[src/rtl/rns_error_poly_mapper.sv]
// Error-polynomial to RNS residue mapper.
// Streams NUM_ERR small signed error coefficients per cycle from the error BRAM
// and writes their residues modulo each active q_i to the error-residue BRAM.
// Ports:
//   clk, rst            clock, synchronous active-high reset
//   start, num_mod,     run request (IDLE only); active modulus count and input
//   fmt_twos            format (0 sign-magnitude, 1 two's complement), latched
//   q_vec               moduli, q_i in bits [i*LOGQ +: LOGQ]
//   busy, done          run in progress / one-cycle completion pulse
//   err_rd_*            error BRAM read port (BRAM_RD_LAT cycle latency)
//   res_wr_*            residue write port, one write per cycle while streaming
module rns_error_poly_mapper #(
  parameter int unsigned N           = 8192,
  parameter int unsigned LOGN        = 13,
  parameter int unsigned LOGQ        = 54,
  parameter int unsigned NUM_MOD     = 4,
  parameter int unsigned LOGM        = 2,
  parameter int unsigned NUM_ERR     = 2,
  parameter int unsigned EBITS       = 6,
  parameter int unsigned BRAM_RD_LAT = 2
) (
  input  logic                     clk,
  input  logic                     rst,
  input  logic                     start,
  input  logic [LOGM:0]            num_mod,
  input  logic                     fmt_twos,
  input  logic [NUM_MOD*LOGQ-1:0]  q_vec,
  output logic                     busy,
  output logic                     done,
  output logic [LOGN-1:0]          err_rd_addr,
  output logic                     err_rd_en,
  input  logic [NUM_ERR*EBITS-1:0] err_rd_data,
  output logic [LOGN-1:0]          res_wr_addr,
  output logic [LOGM-1:0]          res_wr_mod,
  output logic [NUM_ERR*LOGQ-1:0]  res_wr_data,
  output logic                     res_wr_en
);

  localparam int unsigned CW = (BRAM_RD_LAT > 1) ? $clog2(BRAM_RD_LAT) : 1;
  localparam logic [LOGN-1:0] ADDR_LAST = LOGN'(N - 1);
  localparam logic [LOGM:0]   NUM_MOD_L = (LOGM+1)'(NUM_MOD);
  localparam logic [CW-1:0]   DRAIN_LAST = CW'(BRAM_RD_LAT - 1);

  typedef enum logic [1:0] {S_IDLE, S_RUN, S_DRAIN, S_FIN} state_t;

  state_t          state_q, state_d;
  logic [LOGM:0]   nmod_q, nmod_d;
  logic            fmt_q, fmt_d;
  logic [LOGN-1:0] addr_d;
  logic [LOGM-1:0] m_q, m_d;
  logic            rd_en_d;
  logic [CW-1:0]   cnt_q, cnt_d;
  logic            busy_d, done_d;
  logic            last_mod_c;

  // Read-side pipeline tracking each issued read until its data returns
  logic [BRAM_RD_LAT-1:0]           vld_q;
  logic [BRAM_RD_LAT-1:0][LOGN-1:0] paddr_q;
  logic [BRAM_RD_LAT-1:0][LOGM-1:0] pm_q;

  logic [LOGQ-1:0]         q_sel_c;
  logic [NUM_ERR*LOGQ-1:0] conv_c;

  // Residue of one coefficient; negative zero maps to 0, never to q
  function automatic logic [LOGQ-1:0] to_residue(input logic [EBITS-1:0] e,
                                                 input logic             twos,
                                                 input logic [LOGQ-1:0]  q);
    logic [EBITS-1:0] mag;
    if (!e[EBITS-1]) return LOGQ'(e);
    mag = twos ? EBITS'(-e) : {1'b0, e[EBITS-2:0]};
    if (mag == '0) return '0;
    return q - LOGQ'(mag);
  endfunction

  assign last_mod_c = ({1'b0, m_q} == nmod_q - (LOGM+1)'(1));

  // Next-state and issue-side sequencing
  always_comb begin
    state_d = state_q;
    nmod_d  = nmod_q;
    fmt_d   = fmt_q;
    addr_d  = err_rd_addr;
    m_d     = m_q;
    rd_en_d = 1'b0;
    cnt_d   = cnt_q;
    case (state_q)
      S_IDLE: begin
        if (start) begin
          fmt_d  = fmt_twos;
          nmod_d = (num_mod > NUM_MOD_L) ? NUM_MOD_L : num_mod;
          addr_d = '0;
          m_d    = '0;
          cnt_d  = '0;
          if (num_mod == '0) begin
            state_d = S_FIN;
          end else begin
            state_d = S_RUN;
            rd_en_d = 1'b1;
          end
        end
      end
      S_RUN: begin
        if (err_rd_addr == ADDR_LAST) begin
          addr_d = '0;
          if (last_mod_c) begin
            state_d = S_DRAIN;
            cnt_d   = '0;
          end else begin
            m_d     = m_q + LOGM'(1);
            rd_en_d = 1'b1;
          end
        end else begin
          addr_d  = err_rd_addr + LOGN'(1);
          rd_en_d = 1'b1;
        end
      end
      S_DRAIN: begin
        // FIN coincides with the final write so done lands one cycle after it
        if (cnt_q == DRAIN_LAST) state_d = S_FIN;
        else                     cnt_d = cnt_q + CW'(1);
      end
      S_FIN:   state_d = S_IDLE;
      default: state_d = S_IDLE;
    endcase
    busy_d = (state_d != S_IDLE);
    done_d = (state_q == S_FIN);
  end

  // Control state register
  always_ff @(posedge clk) begin
    if (rst) begin
      state_q     <= S_IDLE;
      nmod_q      <= '0;
      fmt_q       <= 1'b0;
      err_rd_addr <= '0;
      err_rd_en   <= 1'b0;
      m_q         <= '0;
      cnt_q       <= '0;
      busy        <= 1'b0;
      done        <= 1'b0;
    end else begin
      state_q     <= state_d;
      nmod_q      <= nmod_d;
      fmt_q       <= fmt_d;
      err_rd_addr <= addr_d;
      err_rd_en   <= rd_en_d;
      m_q         <= m_d;
      cnt_q       <= cnt_d;
      busy        <= busy_d;
      done        <= done_d;
    end
  end

  // Delay address/modulus alongside the BRAM read latency
  always_ff @(posedge clk) begin
    if (rst) begin
      vld_q   <= '0;
      paddr_q <= '0;
      pm_q    <= '0;
    end else begin
      vld_q[0]   <= err_rd_en;
      paddr_q[0] <= err_rd_addr;
      pm_q[0]    <= m_q;
      for (int i = 1; i < int'(BRAM_RD_LAT); i++) begin
        vld_q[i]   <= vld_q[i-1];
        paddr_q[i] <= paddr_q[i-1];
        pm_q[i]    <= pm_q[i-1];
      end
    end
  end

  // Modulus chosen by the delayed index so pass boundaries stay aligned with data
  always_comb begin
    q_sel_c = '0;
    for (int i = 0; i < int'(NUM_MOD); i++) begin
      if (pm_q[BRAM_RD_LAT-1] == LOGM'(i)) q_sel_c = q_vec[i*LOGQ +: LOGQ];
    end
    conv_c = '0;
    for (int k = 0; k < int'(NUM_ERR); k++) begin
      conv_c[k*LOGQ +: LOGQ] = to_residue(err_rd_data[k*EBITS +: EBITS], fmt_q, q_sel_c);
    end
  end

  // Conversion register driving the residue write port
  always_ff @(posedge clk) begin
    if (rst) begin
      res_wr_en   <= 1'b0;
      res_wr_addr <= '0;
      res_wr_mod  <= '0;
      res_wr_data <= '0;
    end else begin
      res_wr_en   <= vld_q[BRAM_RD_LAT-1];
      res_wr_addr <= paddr_q[BRAM_RD_LAT-1];
      res_wr_mod  <= pm_q[BRAM_RD_LAT-1];
      res_wr_data <= conv_c;
    end
  end

endmodule
[config.mk]
export PLATFORM = sky130hd
export DESIGN_NAME = rns_error_poly_mapper
export DESIGN_NICKNAME = d
export VERILOG_FILES = /design/src/rtl/rns_error_poly_mapper.sv
export SDC_FILE = /design/constraint.sdc
export NUM_CORES = 1
export LEC_CHECK = 0
export BUFFER_PORTS_ARGS = -buffer_cell sky130_fd_sc_hd__buf_2
export CORE_AREA = 10 10 144 146
export CTS_CLUSTER_SIZE = 8
export DETAILED_ROUTE_END_ITERATION = 6
export DIE_AREA = 0 0 154 156
export GPL_ROUTABILITY_DRIVEN = 0
export PLACE_DENSITY_LB_ADDON = 0.05
export SLEW_MARGIN = 0
export SYNTH_ARGS = -nofsm -noshare
export SYNTH_HDL_FRONTEND = slang
export SYNTH_SLANG_ARGS = --single-unit
[constraint.sdc]
create_clock -name clk -period 7.3 [get_ports clk]
set_clock_uncertainty 0.1 [all_clocks]
set_input_delay 0.365 -clock clk [delete_from_list [all_inputs] [get_ports clk]]
set_output_delay 0.365 -clock clk [all_outputs]
set_load 0.05 [all_outputs]
# Word-level counts from Yosys, hierarchy flattened
# Cells that the tools add are included.
word_totals:
  regBits: 181
  input_bits: 235
classes:
  addsub: 8
  magnitude_cmp: 1
  eq_ne: 12
  muxes: 42
  reduce_logical: 12
ops:
  columns: ["operator", "n"]
  rows:
  - ["$mux 54", 12]
  - ["$sub 54x6->54", 2]
  - ["$mux 13", 2]
  - ["$pmux 13 s2", 1]
  - ["$mux 2", 8]
  - ["$add 13x1->13 const B", 1]
  - ["$eq 13x13->1 const B", 1]
  - ["$logic_not 6->1", 2]
  - ["$mux 1", 12]
  - ["$mux 6", 2]
  - ["$neg 6->6", 2]
  - ["$eq 2x2->1 const B", 4]
  - ["$ne 2x2->1 const B", 4]
  - ["$pmux 2 s4", 1]
  - ["$reduce_and 4->1", 2]
  - ["$eq 2x1->1 const B", 2]
  - ["$logic_not 2->1", 2]
  - ["$pmux 2 s2", 1]
  - ["$reduce_and 2->1", 2]
  - ["$reduce_bool 2->1", 2]
  - ["$eq 2x3->1", 1]
  - ["$gt 3x3->1 const B", 1]
  - ["$logic_not 3->1", 1]
  - ["$mux 3", 1]
  - ["other kinds (6)", 6]

# Depth between registers and ports, before layout
# Gate-level depths: netlist (run 1).
logic_depth:
  ltp_word: 8
  mapped_depth: 16

# Least setup slack after synthesis (run 1)
# No wires, ideal clock.
synth_path:
  path_type: "reg-to-reg"
  start: "reg pm_q[3] (netlist name)"
  end: "reg res_wr_data[39]"
  setup_time_ns: 0.071
  arrival_time_ns: 4.068
  t_required_ns: 7.129
  slack_ns: 3.062
  path_stages_with_launch: 15
  n_path_buf: 6
  synth_period_minus_slack_ns: 4.238
  cell_sequence: "dfxtp_1 -> buf_2 -> buf_2 -> buf_1 -> buf_1 -> mux4_2 -> ha_1 -> a21oi_1 -> maj3_1 -> o32ai_1 -> a21o_1 -> clkbuf_1 -> clkbuf_1 -> o21ai_0 -> a21oi_1"
synth_via:
  elab_chain_cells: 8
  word_cells_on_any_way: 11
  cone_classes: "1 x add/sub; 3 x eq/ne; 6 x mux; 1 x reduce/logical"
synth_lines:
  columns: ["item", "line", "rtl"]
  rows:
  - ["from (decl)", "59", "logic [BRAM_RD_LAT-1:0][LOGM-1:0] pm_q;"]
  - ["from (signal, indexed assignment)", "167", "pm_q[i] <= pm_q[i-1];"]
  - ["$logic_not 2->1", "176", "if (pm_q[BRAM_RD_LAT-1] == LOGM'(i)) q_sel_c = q_vec[i*LOGQ +: LOGQ];"]
  - ["$mux 54 (3 in series)", "176", null]
  - ["$mux 54 *", "176", null]
  - ["$sub 54x6->54 *", "72", "return q - LOGQ'(mag);"]
  - ["$mux 54 *", "72", null]
  - ["$mux 54 *", "70", "mag = twos ? EBITS'(-e) : {1'b0, e[EBITS-2:0]};"]
  - ["to (signal assigned)", "195", "res_wr_data <= conv_c;"]
  - ["to (decl)", "35", "output logic [NUM_ERR*LOGQ-1:0] res_wr_data,"]
# Mark *: on every way between the ends. The rest lies on a longest branch, timed or not.
# A chain may end at the register's enable or synchronous reset.

# Final worst setup path (run 1)
layout_path:
  start: "reg pm_q[3] (netlist name)"
  end: "reg res_wr_data[87]"
# The elaborated chain is that of the path after synthesis.

==> metrics, run 1 <==
IO Port Bufs=374; first-pass GRT wire length=50.3 mm; post-synthesis average cell area=9.64 um2; post-synthesis sequential area ratio=39.0%; 1st-iter DRT viols=745; Routed Wire Length=33.1 mm; setup violators final=0; CTS tree=built; share of post-route cells with drive strength above 1=38.0%; Top FF cell, synth=dfxtp_1; crit path time final=4550 ps; number of synthesized register bits=181; Layout area overhead=28.2%; Worst setup EP type=flip-flop; slowest library cell on the worst path=dfxtp_2; Pins Over Slew Limit=0; Mapped Cells=963; Total Routing Usage GR=26.1%; cts bufs inserted=17; Ys Warns=0; Max Cap Viol=0; Die H=156 um; commonest cells after routing, fill and taps aside=buf_2 (374), dfxtp_1 (179), nor2_1 (78), a21oi_1 (77), o21ai_0 (64); area post-placement=11300 um2; DP Worst Slack=2760 ps; Pint=1.66 mW; die width=154 um; initial antenna violation count=2; Setup TNS=0 ps; htree depth=4; sw frac=32.9%; Tcrit/Tclk final=62.4%; CP startpoint kind=flip-flop; fin cells=1552; PwrDens=208 nW/um2; vias in the first global route=8915; f_max=220 MHz; cell leakage power=4.84 nW; status=finished, final reports clean; via/cell ratio=5.78; HPWL Detailed=25.8 mm; remaining global-route overflow=0; RSZ-0062 raised after global routing=false; EDFF count, synth=0; Via Count=8964; setup bufs post-CTS=0; Tot Pwr=2.48 mW; worst-path fanout max=28; GR peak layer=met2; clock sink total=181; Slew HR=30.2%; die area=24000 um2; core area=17800 um2; Comb power frac=19.9%; CP Cell Sequence=buf_4 -> mux4_2 -> or4_4 -> or4_4 -> or4b_4 -> or4_4 -> or3_1 -> a21oi_1; M1 GR Usage=30.2%; Final Hold Fails=0; Slew @ Worst Pin=1050 ps; row cnt=49; Hold Buf Count CTS=0; Clk pin slew, worst setup/hold paths=80 ps; final worst slack=2750 ps; largest net degree at the start of global routing=68; Min-Delay Path Class=in2reg; Clock power frac=38.2%; Syn Nets=1211; Max Root-Sink Buffers=2; latest clock arrival within the worst-skew pair=440 ps; worst path required time=7570 ps; # nets final=1555; CP peak stage delay=800 ps; # IOs=375; arrival time at the worst endpoint=4830 ps; DR DRC count=0; Antenna Violating Nets Remaining=0; PostCTS Resize Cnt=0; grt met3 use=7.86%; Initial Util=52.0%; post-synth design cell area=9280 um2; Netlist cell types=63; WL/cell=21.3 um; register share of total power=42.0%; WS Path Type=reg2reg; worst vdd ir=0.180 mV; drt first pass iters=6; post-route cell area=11900 um2; most common cell after layout, fill and taps aside=buf_2; placed cells=1517; Root Buffer Master=clkbuf_16; Synth async-reset ratio=0%; sw power=815 uW; M2 GR Usage=45.8%; most frequent CP cell=or4_4
per-layer routing:
metal / wire, um / part of all wire, %
met3: 2610 / 7.9
met5: 0 / 0
met2: 16800 / 51
met1: 13100 / 40
met4: 608 / 1.8
Yosys cell counts (all sizes together) (2+ instances only):
cell     count  area [um2]
a2111oi      2        17.5
a211o        5        43.8
a211oi      16         120
a21o         4        30.0
a21oi       77         385
a22o         3        26.3
a311oi       5        43.8
a31o         3        26.3
a31oi        3        18.8
and2         6        37.5
and3         2        12.5
buf         12        86.3
clkbuf      43         161
dfxtp      181        3620
fa           2        40.0
ha          11         138
inv         20        75.1
maj3         4        40.0
mux2i        5        50.1
mux4        54        1220
nand2       38         143
nand2b      12        75.1
nand3       11        55.1
nand3b       6        45.0
nand4        8        50.1
nor2        78         293
nor2b       48         300
nor3        10        50.1
nor3b        2        15.0
nor4        14         100
o211ai       6        45.0
o21a         5        37.5
o21ai       67         335
o311ai       2        17.5
o31ai       11        82.6
or2         17         106
or3         62         398
or4         30         248
or4b         3        33.8
xnor2       43         377
xor2        20         175
stage by stage:
stage,hold WS (ps),util (%)
2_1_floorplan,314,-
3_3_place_gp,315,63.1
3_5_place_dp,325,63.1
4_1_cts,73.8,66.6
5_1_grt,86.0,66.6
6_report,78.4,66.7
flip-flops by register name, indices dropped and copies added, names as in the netlist, 2 cells and up:
register     flops
pm_q             4
state_q          2
err_rd_addr     13
m_q              2
nmod_q           3
res_wr_data    108
res_wr_mod       2
vld_q            2
res_wr_addr     13
paddr_q         26
worst paths after layout:
check            from               to  slack (ps)  cells past startpoint
max reg2reg   pm_q[3]  res_wr_data[87]        2750                      8
min          fmt_twos            fmt_q          80                      3
min reg2reg   pm_q[0]          pm_q[2]         340                      1
max           pm_q[3]  res_wr_data[87]        2750                      8
area by class of cell:
| class | count | area [um2] |
|---|---|---|
| tap | 229 | 287 |
| timing repair buffer | 380 | 1920 |
| multi-input combinational | 707 | 5350 |
| antenna | 3 | 7.51 |
| clock inverter | 15 | 200 |
| clock buffer | 17 | 425 |
| sequential | 181 | 3630 |
| inverter | 20 | 75.1 |
| fill | 1526 | 5950 |
power groups by stage:
stage          sequential [mW]  combinational (mW)  clock (mW)
4_1_cts                   1.04               0.490       0.958
3_3_place_gp              1.06               0.484           0
5_1_grt                   1.04               0.527       0.997
3_5_place_dp              1.06               0.487           0
6_report                  1.04               0.492       0.945
2_1_floorplan             1.18               0.208           0
worst max-delay path, delay by kind of cell, from the launching register on:
family	cells	cell delay [ps]
compound gates	1	140
buf+inv	1	520
flops	1	800
mux	1	440
simple gates	5	2470
kinds of logic (layout without fill, tap and decap cells):
family	Yosys count	count (layout)	share of synthesized area, %
AND/OR/NAND/NOR	352	352	21.6
AO/OA/AOI/OAI	216	216	13.9
flip-flops	181	181	39.0
buffers and inverters	75	432	3.48
XOR/XNOR	63	63	5.95
multiplexers	59	59	13.6
adder cells (fa/ha/maj)	17	17	2.35
other	0	3	0
No activity file was read; power rests on OpenSTA's default activity.
==> run 2: changes to the inputs <==
--- a/config.mk
+++ b/config.mk
@@ -6,10 +6,10 @@
 export NUM_CORES = 1
 export LEC_CHECK = 0
 export BUFFER_PORTS_ARGS = -buffer_cell sky130_fd_sc_hd__buf_2
-export CORE_AREA = 10 10 144 146
+export CORE_AREA = 10 10 149 151
 export CTS_CLUSTER_SIZE = 8
 export DETAILED_ROUTE_END_ITERATION = 6
-export DIE_AREA = 0 0 154 156
+export DIE_AREA = 0 0 159 161
 export GPL_ROUTABILITY_DRIVEN = 0
 export PLACE_DENSITY_LB_ADDON = 0.05
 export SLEW_MARGIN = 0
==> constraint.sdc (replaced) <==
create_clock -name clk -period 4.3 [get_ports clk]
set_clock_uncertainty 0.1 [all_clocks]
set_input_delay 0.215 -clock clk [delete_from_list [all_inputs] [get_ports clk]]
set_output_delay 0.215 -clock clk [all_outputs]
set_load 0.05 [all_outputs]
==> metrics, run 2 (synthesis results as in run 1) <==
clock sink total=181 (unchanged); FF-to-FF Start=pm_q[2]; PwrDens=351 nW/um2 (+68%); hold depth=3 (unchanged); Worst setup EP type=flip-flop; worst vdd ir=0.317 mV (+76%); Hold Path End=res_wr_data[2]; Reg with most FFs=res_wr_data; 1st-iter DRT viols=680 (-8.7%); htree depth=4 (unchanged); core area=19200 um2 (+7.7%); cts bufs inserted=17 (unchanged); Crit path max-delay family=simple AND/OR/NAND/NOR gates; Max Root-Sink Buffers=2 (unchanged); Slew HR=37.0% (+6.8 points); Clk pin slew, worst setup/hold paths=80 ps (about the same); final worst slack=143 ps (-2600 ps); worst reg2reg path endpoint=res_wr_data[106]; most frequent CP cell=nor4_1; drt first pass iters=5 (-1); flop2flop setup slack=140 ps (-2600 ps); cell leakage power=5.01 nW (+3.6%); slowest library cell on the worst path=or4_1; post-route cell area=12300 um2 (+3.1%); die width=159 um (+3.2%); WL/cell=21.3 um (-0.28%); Root Buffer Master=clkbuf_16; # IOs=375 (unchanged); final-layout fill cell count=1671 (+9.5%); arrival time at the worst endpoint=4380 ps (-450 ps); setup violators final=0 (unchanged); remaining global-route overflow=0 (unchanged); Worst R2R Path Depth=9 (+1); WS Path Type=reg2reg; # nets final=1587 (+2.1%); final core occ=63.9% (-2.8 points); CP peak stage delay=670 ps (-130 ps); Layout area overhead=32.2%; CTS tree=built; die area=25600 um2 (+6.6%); HP Start=err_rd_data[2]; biggest regs=res_wr_data (108), paddr_q (26); number of flip-flops under the largest register name=108 (unchanged); CP Cell Sequence=buf_12 -> mux4_2 -> or4_1 -> nor4_1 -> nand4_1 -> nor4_1 -> buf_4 -> a21oi_1 -> a31o_2; Max Cap Viol=0 (unchanged); share of post-route cells with drive strength above 1=38.6% (+0.58 points); f_max=241 MHz (+9.6%); worst path required time=4530 ps (-3040 ps); most common cell after layout, fill and taps aside=buf_2; first-pass GRT wire length=53.2 mm (+5.8%); Final Hold Fails=0 (unchanged); initial antenna violation count=1 (-1); Die H=161 um (+3.2%); Routed Wire Length=34.4 mm (+4.0%); HPWL Detailed=27.5 mm (+6.6%); Setup TNS=0 ps (unchanged); row cnt=51 (+4.1%); DR DRC count=0 (unchanged); Antenna Violating Nets Remaining=0 (unchanged); largest net degree at the start of global routing=72 (+5.9%); Pins Over Slew Limit=0 (unchanged); Via Count=9194 (+2.6%); via/cell ratio=5.68 (-1.6%); RSZ-0062 raised after global routing=false; latest clock arrival within the worst-skew pair=440 ps (about the same); CP startpoint kind=flip-flop; area post-placement=11500 um2 (+2.1%); fin cells=1618 (+4.3%); worst-path fanout max=16 (-43%); crit path time final=4160 ps (-397 ps); Total Routing Usage GR=25.9% (-0.23 points); commonest cells after routing, fill and taps aside=buf_2 (374), dfxtp_1 (179), nor2_1 (78), a21oi_1 (77), o21ai_0 (64); PostCTS Resize Cnt=0 (unchanged); Tcrit/Tclk final=96.7% (+34 points); DP Worst Slack=356 ps (-2410 ps); worst path buffer plus inverter count=2 (+1); Initial Util=48.3% (-3.7 points); worst hold slack=20.4 ps (-58.0 ps); Slew @ Worst Pin=942 ps (-103 ps); IO Port Bufs=374 (unchanged); Min-Delay Path Class=in2reg; placed cells=1573 (+3.7%); status=finished, final reports clean; vias in the first global route=9244 (+3.7%); Tot Pwr=4.30 mW (+74%)
[run 2: cell count changes in the layout (fill, tap and decap cells not counted), sizes merged]
cell	previous run	this run
diode	3	1
dlygate4sd3	0	12
clkinv	7	5
inv	27	30
clkinvlp	1	0
buf	380	400
[run 2: where the power goes]
part | switching, mW | internal (mW) | total, mW
Combinational | 0.566 | 0.302 | 0.869
Clock | 0.843 | 0.827 | 1.67
Sequential | 0.0253 | 1.74 | 1.76
[run 2: tightest hold or removal path: cells and delay by family]
| family | cells | cell delay [ps] |
|---|---|---|
| AOI/OAI and AO/OA | 1 | 70 |
| and+or+nand+nor | 1 | 60 |
| buffers and inverters | 1 | 160 |
[run 2: area by class of cell]
type	count	area (um2)	area share [%]
antenna	1	2.50	0.0204
clock buffer	17	425	3.47
clock inverter	15	225	1.84
inverter	20	75.1	0.612
multi-input combinational	707	5350	43.6
sequential	181	3630	29.6
tap	265	332	2.70
timing repair buffer	412	2220	18.1
[run 2: worst max-delay path by stage]
stage             from          endpoint  slack [ps]  depth (start not counted)
4_1_cts        pm_q[2]  res_wr_data[106]         300                          9
3_5_place_dp   pm_q[2]  res_wr_data[106]         360                          9
2_1_floorplan  pm_q[3]   res_wr_data[39]          60                         14
5_1_grt        pm_q[2]  res_wr_data[105]          90                          8
3_3_place_gp   pm_q[2]   res_wr_data[52]         410                          9
6_report       pm_q[2]  res_wr_data[106]         140                          9
[run 2: repair_timing]
action                    in CTS  in global routing
hold endpoints to repair      12                  0
hold buffers                  12                  0
setup buffers                  0                  0
[run 2: routing by layer]
metal / up-vias / share of wire [%] / global-route usage, % / routed length, um
met5: - / 0.029 / 0 / 10
met4: 2 / 2.1 / 8.05 / 712
met3: 47 / 7.9 / 7.17 / 2730
met2: 432 / 49 / 44.3 / 17000
met1: 4411 / 41 / 31.1 / 14000
li1: 4302 / - / - / -
==> run 3: changes to the inputs <==
--- a/config.mk
+++ b/config.mk
@@ -12,6 +12,7 @@
 export DIE_AREA = 0 0 159 161
 export GPL_ROUTABILITY_DRIVEN = 0
 export PLACE_DENSITY_LB_ADDON = 0.05
+export RECOVER_POWER = 25
 export SLEW_MARGIN = 0
 export SYNTH_ARGS = -nofsm -noshare
 export SYNTH_HDL_FRONTEND = slang
==> metrics, run 3 (synthesis results as in run 1) <==
Antenna Violating Nets Remaining=0 (unchanged); worst-path fanout max=16 (unchanged); cts bufs inserted=17 (unchanged); Min-Delay Path Class=in2reg; status=finished with violations; clock sink total=181 (unchanged); initial antenna violation count=1 (unchanged); Max Cap Viol=1 (+1); PwrDens=352 nW/um2 (+0.28%); Max Root-Sink Buffers=2 (unchanged); CP startpoint kind=flip-flop; HP Start=err_rd_data[2]; CP Cell Sequence=buf_12 -> mux4_2 -> or4_1 -> nor4_1 -> nand4_1 -> nor4_1 -> buf_4 -> a21oi_1 -> a31o_2; Via Count=9162 (-0.35%); HPWL Detailed=27.5 mm (unchanged); commonest cells after routing, fill and taps aside=buf_2 (341), dfxtp_1 (179), nor2_1 (78), a21oi_1 (77), o21ai_0 (64); Final Hold Fails=0 (unchanged); IO Port Bufs=374 (unchanged); Reg with most FFs=res_wr_data; # IOs=375 (unchanged); flop2flop setup slack=180 ps (+40 ps); remaining global-route overflow=0 (unchanged); crit path time final=4120 ps (-41.4 ps); Layout area overhead=31.7%; DP Worst Slack=356 ps (unchanged); Clk pin slew, worst setup/hold paths=80 ps (about the same); most common cell after layout, fill and taps aside=buf_2; Total Routing Usage GR=25.9% (unchanged); number of flip-flops under the largest register name=108 (unchanged); most frequent CP cell=nor4_1; Worst R2R Path Depth=9 (unchanged); RSZ-0062 raised after global routing=false; die width=159 um (unchanged); hold depth=3 (unchanged); # nets final=1587 (unchanged); f_max=243 MHz (+1.0%); core area=19200 um2 (unchanged); WL/cell=21.3 um (+0.21%); worst reg2reg path endpoint=res_wr_data[106]; slowest library cell on the worst path=or4_1; arrival time at the worst endpoint=4340 ps (-40 ps); biggest regs=res_wr_data (108), paddr_q (26); PostCTS Resize Cnt=0 (unchanged); Pins Over Slew Limit=72 (+72); first-pass GRT wire length=53.2 mm (unchanged); Crit path max-delay family=simple AND/OR/NAND/NOR gates; Slew @ Worst Pin=2920 ps (+1980 ps); Root Buffer Master=clkbuf_16; fin cells=1618 (unchanged); Initial Util=48.3% (unchanged); CP peak stage delay=670 ps (about the same); latest clock arrival within the worst-skew pair=440 ps (about the same); Slew HR=-94.7% (-130 points); drt first pass iters=7 (+2); DR DRC count=0 (unchanged); final worst slack=184 ps (+41.3 ps); worst path required time=4520 ps (about the same); FF-to-FF Start=pm_q[2]; vias in the first global route=9244 (unchanged); Worst setup EP type=flip-flop; placed cells=1573 (unchanged); WS Path Type=reg2reg; 1st-iter DRT viols=675 (-0.74%); worst vdd ir=0.317 mV (about the same); largest net degree at the start of global routing=72 (unchanged); Hold Path End=res_wr_data[2]; share of post-route cells with drive strength above 1=36.1% (-2.5 points); die area=25600 um2 (unchanged); Setup TNS=0 ps (unchanged); Die H=161 um (unchanged); worst path buffer plus inverter count=2 (unchanged); htree depth=4 (unchanged); setup violators final=0 (unchanged); Tot Pwr=4.30 mW (about the same); final core occ=63.6% (-0.23 points); row cnt=51 (unchanged); via/cell ratio=5.66 (-0.35%); cell leakage power=4.88 nW (-2.7%); CTS tree=built; Tcrit/Tclk final=95.7% (-0.96 points); Routed Wire Length=34.5 mm (+0.21%); violated checks=max-capacitance violations, max-slew violations
## run 3: layout make-up
cell class / instances / area, um2
Inverter: 20 / 75.1
Timing Repair Buffer: 412 / 2180
Clock buffer: 17 / 425
Antenna cell: 1 / 2.50
Tap cell: 265 / 332
Fill cell: 1698 / 6990
Clock inverter: 15 / 225
Multi-Input combinational cell: 707 / 5350
Sequential cell: 181 / 3630
## run 3: repair_timing
item,4_1_cts,5_1_grt
setup buffers,0,0
endpoints found under the hold margin,12,0
hold buffers,12,0
## run 3: how the worst max path moves through the flow
stage	startpoint	end	slack, ps	cells past startpoint
floorplan	pm_q[3]	res_wr_data[39]	60	14
global placement	pm_q[2]	res_wr_data[52]	410	9
detailed placement	pm_q[2]	res_wr_data[106]	360	9
CTS	pm_q[2]	res_wr_data[106]	300	9
global route	pm_q[2]	res_wr_data[105]	90	8
finish	pm_q[2]	res_wr_data[106]	180	9
## run 3: layer usage
metal  track usage [%]  up-vias  part of all wire (%)
li1                  -     4304                     -
met1              31.1     4373                    41
met2              44.3      433                    49
met3              7.17       50                   8.2
met4              8.05        2                   2.1
met5                 0        -                 0.029
## run 3: worst register-to-register path: stages, from the launching register on
cell and delay [ps]:
dfxtp_4 520, buf_12 240, mux4_2 600, or4_1 670, nor4_1 580, nand4_1 340, nor4_1 460, buf_4 220
a21oi_1 60, a31o_2 230
## run 3: power by group
part	total [mW]	internal [mW]	leakage [nW]	switching [mW]
Clock	1.67	0.827	0.313	0.842
Sequential	1.76	1.74	1.48	0.0259
Combinational	0.864	0.298	3.09	0.566
## run 3: per-stage QoR
stage               hold slack (ps)  instance area (um2)
floorplan                       224                 9280
global placement                315                11500
detailed placement              323                11500
CTS                            11.0                12300
global route                   44.3                12200
finish                         20.3                12200
